## src/rtl/iot_collect.sv

```systemverilog
// Front-end collector: packs the serial byte stream into 128-bit words, tracks byte/word
// indices within a round and holds busy for a fixed gap between rounds.
module iot_collect #(
  parameter int unsigned GAP_CYCLES = 1,
  parameter int unsigned NUM_ROUNDS = 8
) (
  input  logic         clk,
  input  logic         rst,
  input  logic         in_en,
  input  logic [7:0]   iot_in,
  output logic         busy,
  output logic [127:0] data,
  output logic [3:0]   cnt_cycle,
  output logic [2:0]   cnt_data,
  output logic         word_valid,
  output logic         done,
  output logic         drop_err
);

  localparam int unsigned       RoundW      = $clog2(NUM_ROUNDS + 1);
  localparam logic [RoundW-1:0] RoundsTotal = RoundW'(NUM_ROUNDS);
  localparam logic [3:0]        GapLoad     = 4'(GAP_CYCLES - 1);

  typedef enum logic [1:0] {StCollect, StGap, StDone} state_e;

  state_e              state_q, state_d;
  logic [127:0]        data_q, data_d;
  logic [3:0]          cyc_q, cyc_d;
  logic [2:0]          dat_q, dat_d;
  logic [3:0]          gap_q, gap_d;
  logic [RoundW-1:0]   round_q, round_d;
  logic                fresh_q, fresh_d;
  logic                busy_q, busy_d;
  logic                done_q, done_d;
  logic                drop_q, drop_d;
  logic                wv_q, wv_d;
  logic                accept;

  assign accept = in_en & ~busy_q;

  always_comb begin
    state_d = state_q;
    data_d  = data_q;
    cyc_d   = cyc_q;
    dat_d   = dat_q;
    gap_d   = gap_q;
    round_d = round_q;
    fresh_d = fresh_q;
    wv_d    = 1'b0;
    drop_d  = drop_q | (in_en & busy_q);

    case (state_q)
      StCollect: begin
        if (accept) begin
          data_d = {data_q[119:0], iot_in};
          // First byte after reset or a gap restarts indexing at word 0, byte 0.
          if (fresh_q) begin
            cyc_d   = 4'd0;
            dat_d   = 3'd0;
            fresh_d = 1'b0;
          end else begin
            cyc_d = cyc_q + 4'd1;
            if (cyc_q == 4'd15) begin
              dat_d = dat_q + 3'd1;
            end
          end
          if (cyc_d == 4'd15) begin
            wv_d = 1'b1;
            if (dat_d == 3'd7) begin
              round_d = round_q + 1'b1;
              gap_d   = GapLoad;
              state_d = StGap;
            end
          end
        end
      end
      StGap: begin
        if (gap_q != 4'd0) begin
          gap_d = gap_q - 4'd1;
        end else if (round_q == RoundsTotal) begin
          state_d = StDone;
        end else begin
          state_d = StCollect;
          fresh_d = 1'b1;
        end
      end
      StDone: begin
        state_d = StDone;
      end
      default: begin
        state_d = StCollect;
      end
    endcase

    busy_d = (state_d != StCollect);
    done_d = (state_d == StDone);
  end

  always_ff @(posedge clk or posedge rst) begin
    if (rst) begin
      state_q <= StCollect;
      data_q  <= '0;
      cyc_q   <= '0;
      dat_q   <= '0;
      gap_q   <= '0;
      round_q <= '0;
      fresh_q <= 1'b1;
      busy_q  <= 1'b0;
      done_q  <= 1'b0;
      drop_q  <= 1'b0;
      wv_q    <= 1'b0;
    end else begin
      state_q <= state_d;
      data_q  <= data_d;
      cyc_q   <= cyc_d;
      dat_q   <= dat_d;
      gap_q   <= gap_d;
      round_q <= round_d;
      fresh_q <= fresh_d;
      busy_q  <= busy_d;
      done_q  <= done_d;
      drop_q  <= drop_d;
      wv_q    <= wv_d;
    end
  end

  assign busy       = busy_q;
  assign data       = data_q;
  assign cnt_cycle  = cyc_q;
  assign cnt_data   = dat_q;
  assign word_valid = wv_q;
  assign done       = done_q;
  assign drop_err   = drop_q;

endmodule

```

## config.mk

```make
export PLATFORM = sky130hd
export DESIGN_NAME = iot_collect
export DESIGN_NICKNAME = d
export VERILOG_FILES = /design/src/rtl/iot_collect.sv
export SDC_FILE = /design/constraint.sdc
export NUM_CORES = 1
export LEC_CHECK = 0
export CORE_MARGIN = 3
export CORE_UTILIZATION = 53
export CTS_CLUSTER_DIAMETER = 40
export DETAILED_ROUTE_END_ITERATION = 12
export PLACE_DENSITY_LB_ADDON = 0.05
export SYNTH_ARGS = -nofsm -noshare
export SYNTH_HDL_FRONTEND = slang
export SYNTH_SLANG_ARGS = --single-unit
```

## constraint.sdc

```tcl
create_clock -name clk -period 12.3 [get_ports clk]
set_clock_uncertainty 0.2 [all_clocks]
set_input_delay 2.46 -clock clk [delete_from_list [all_inputs] [get_ports clk]]
set_output_delay 2.46 -clock clk [all_outputs]
set_load 0.005 [all_outputs]
```

# Word level (Yosys, flattened, before mapping)
# Cells that the tools add are included.
# totals
ff_bits	150
latch_bits	0
mem_bits_rw	0
mem_bits_ro	0
input_bits	11
word_cells	65
memories	0
# op_classes
n_addsub	4
multipliers	0
div	0
order_cmp	0
eq_ne	13
shifts	0
n_mux	25
bitwise_logic	4
reduce_logical	8
# ops
op	count
4-bit two-way mux	7
4-bit equality test (second input constant)	3
3-bit two-way mux	4
2-bit inequality test (second input constant)	6
2-bit two-way mux	5
4-bit by 1-bit adder with 4-bit output (second input constant)	2
4-bit one-hot mux with 2 select lines	1
4-bit AND reduction	2
1-bit two-way mux	6
2-bit one-hot mux with 3 select lines	1
5-bit AND reduction	1
2-bit equality test (second input constant)	2
2-bit nonzero test	2
4-bit nonzero test	1
4-bit by 1-bit subtractor with 4-bit output (second input constant)	1
3-bit by 1-bit adder with 3-bit output (second input constant)	1
3-bit equality test (second input constant)	1
1-bit AND	2
2-bit by 1-bit equality test with 1-bit output (second input constant)	1
2-bit logical NOT	1
1-bit one-hot mux with 2 select lines	1
2-bit AND reduction	1
1-bit NOT	1
1-bit bitwise OR	1

# Logic depth before layout (Yosys ltp)
# logic_depth
word_depth	11
mapped_depth	6

# Worst setup path before layout
# OpenSTA, ideal clock, no wires.
# synth_timing
path_type	input port to flip-flop
start	in in_en
end	reg cyc_q[0] (netlist: cnt_cycle[0])
setup_ns	0.125
arrival_time_ns	3.444
required_ns	11.975
path_slack_ns	8.532
cell_stages	4
path_buffers	2
path_cell_list	or4b_1 > buf_2 > buf_6 > mux2_2
# synth_between
elab_chain_cells	2
# synth_lines
item	line_no	rtl
start, declared	9	input logic in_en,
1-bit AND	39	assign accept = in_en & ~busy_q;
2-bit AND reduction (no source line)	-	
end signal, assigned	115	cyc_q <= cyc_d;
end, declared	28	logic [3:0] cyc_q, cyc_d;
# No other way between the ends.
# A chain may end at the register's enable or synchronous reset.

# Final worst setup path
# layout_timing
start	in in_en
end	reg data_q[91] (netlist: data[91])
# layout_between
elab_chain_cells	2
# layout_lines
item	line_no	rtl
1-bit AND	39	
2-bit AND reduction (no source line)	-	
end signal, assigned	114	data_q <= data_d;
end, declared	27	logic [127:0] data_q, data_d;
# No other way between the ends.

==> run metrics <==
Netlist cell types 40; worst reg2reg path startpoint state_q[1]; Synth top area share 63.0%; CTS tree yes; Commonest cells post-synth 395 x nand2_1, 149 x dfrtp_1, 12 x buf_2; DRC Markers 0; Max IR drop VDD between 100 and 150 uV; power per cell area between 150 and 200 mW/mm^2; GRT overflow 0; antenna violations before repair 0; share of cells above drive strength 1 under 10%; Pleak a little over 4 nW; Yosys warnings 0; Slew Viols, Final 0; post-synthesis sequential area ratio between 60% and 70%; die area 0.0125 sq mm; clk root buf clkbuf_8; Reg clk slew, reported paths 0.06 ns; Setup WS pre-CTS around 7.4 ns; Synth Area per Inst around 9.2 sq um; CP endpoint kind flop; I/O pin count 150; WL final 14.2 mm; WP data required ~13 ns; routed len/inst about 15 um; min-delay src drop_err; Post-Synthesis Cells between 600 and 700; post-route ant nets 0; post-synthesis register bit count 150; CP Max Fanout slightly above 90; DRT Pass-1 Iters 5; final setup vio count 0; top cells by area, synth dfrtp_1 63%, nand2_1 25%, buf_6 1.3%; Synth Net Count 662; maximum clock frequency between 200 and 250 MHz; status complete, no violations; setup TNS 0 ns; core area approximately 0.011 sq mm; Clock Latency Late Sink approximately 0.52 ns; Setup Buffers After CTS 0; Final WS setup between 7 and 8 ns; Tcrit/Tclk final between 30% and 40%; TritonCTS Buffers 17; Die H roughly 110 um; max-cap violation count 0; EDFF count, synth 0; hold crit path type flop to flop; clock tree buffer depth 2; final net count between 800 and 900; post-DP HPWL between 8 and 9 mm; worst-margin pin slew around 1.0 ns; post-layout util between 70% and 80%; Layout area overhead 36.4%; H-tree Lvls 4; unrepaired setup endpoints after global routing no; post-synth top area cell dfrtp_1; CP Launch Point in_en; Tot GR Track Use about a quarter; placed inst area 0.00744 sq mm; GP Congestion 0.763; CTS Hold Buffers Added 0; via count approximately 4800; top-count cell post-synth nand2_1; Reg2Reg Setup Slack around 10 ns; initial drt markers approximately 400; post-cts sizing count 0; Fin. Hold Viols 0; PortBufs ~150; Post-synth top flop dfrtp_1; largest net degree at the start of global routing about 90; FFs w/ async S/R, synth 100%; FP Rows 37; Crit Path Category input port to flop; Initial Util ~56%; Startpoint Class input port; ANT cells 0; fill count around 760; CTS sink count 150; Worst slew margin approximately 32%; chip width 112 um; Crit path arrival time 4.55 ns; vias in the first global route between 4000 and 5000; clock period minus final worst setup slack about 4.3 ns; Non-Filler Cell Area, Final approximately 0.008 sq mm; post-synthesis instance area just under 0.006 sq mm; global-route wire length before repair about 24 mm; Vias/cell about 5.1
[state kept, by name (all words and copies together) (netlist names)]
signal	flops
data	128
cnt_cycle	4
gap_q	4
round_q	4
cnt_data	3
state_q	2
busy	1
done	1
drop_err	1
fresh_q	1
word_valid	1
[cells in the final DEF, fill, tap and decap left out, drive strengths merged]
cell,instances
dfstp,1
a21oi,3
nand3b,2
clkinvlp,5
nand2b,3
o22ai,3
or4b,2
a32o,1
or3,1
nand3,2
a31oi,1
nand2,395
or2,1
mux2,1
nor2,3
and3b,1
a221oi,1
or3b,1
and4,1
and4b,1
inv,7
nor3,2
a21boi,1
bufinv,5
o21ai,10
and3,3
dfrtp,149
clkdlybuf4s50,149
ha,6
xnor2,3
buf,4
clkinv,4
clkbuf,18
nor4b,1
nor2b,3
a21o,1
nand4,4
xor2,1
[worst max-delay path, cell delays in order]
cell	delay, ns
clkdlybuf4s50_1	0.55
or4b_4	0.73
buf_4	0.50
nand2_1	0.20
nand2_1	0.07
[through the flow]
| step | hold WS, ns | cells | total power [mW] |
|---|---|---|---|
| 2_1_floorplan | 0.246 | 645 | 0.709 |
| 3_3_place_gp | 0.239 | 904 | 0.879 |
| 3_5_place_dp | 0.270 | 904 | 0.886 |
| 4_1_cts | 0.278 | 936 | 1.44 |
| 5_1_grt | 0.282 | 936 | 1.49 |
| 6_report | 0.272 | 936 | 1.42 |
[metal layers]
metal / part of all wire [%] / global-route usage (%) / wire [um]
met5: 0 / 0 / 0
met4: 1.2 / 7.30 / 175
met2: 49 / 38.6 / 7010
met1: 43 / 30.8 / 6040
met3: 6.8 / 8.10 / 968
[final timing paths]
check,endpoint,cells after the start
hold / removal,drop_err,1
hold reg to reg,drop_err,1
setup reg to reg,data[91],4
max in group asynchronous,data[111],3
min in group asynchronous,data[31],2
setup / recovery,data[91],5
[final cells by class]
class / instances / area, sq um / share of cell area (%)
Timing Repair Buffer: 153 / 1520 / 18.9
Tap cell: 136 / 170 / 2.11
Clock buffer: 18 / 418 / 5.18
Multi-Input combinational cell: 458 / 1970 / 24.4
Sequential cell: 150 / 3750 / 46.5
Clock inverter: 14 / 208 / 2.57
Inverter: 7 / 31.3 / 0.388
[kinds of logic (layout without fill, tap and decap cells)]
group | after synthesis | count (layout) | synth area share (%)
buffers and inverters | 37 | 192 | 3.51
and+or+nand+nor | 426 | 426 | 28.9
adders and majority gates | 6 | 6 | 1.27
xor gates and xnor gates | 4 | 4 | 0.592
muxes | 1 | 1 | 0.190
AOI/OAI and AO/OA | 21 | 21 | 2.09
DFF | 150 | 150 | 63.5
[report_power, final]
| part | leakage, nW | switching, mW | internal (mW) |
|---|---|---|---|
| clock | 0.293 | 0.196 | 0.348 |
| combinational | 1.87 | 0.104 | 0.147 |
| sequential | 1.96 | 0.0643 | 0.563 |
No activity file was read; power rests on OpenSTA's default activity.
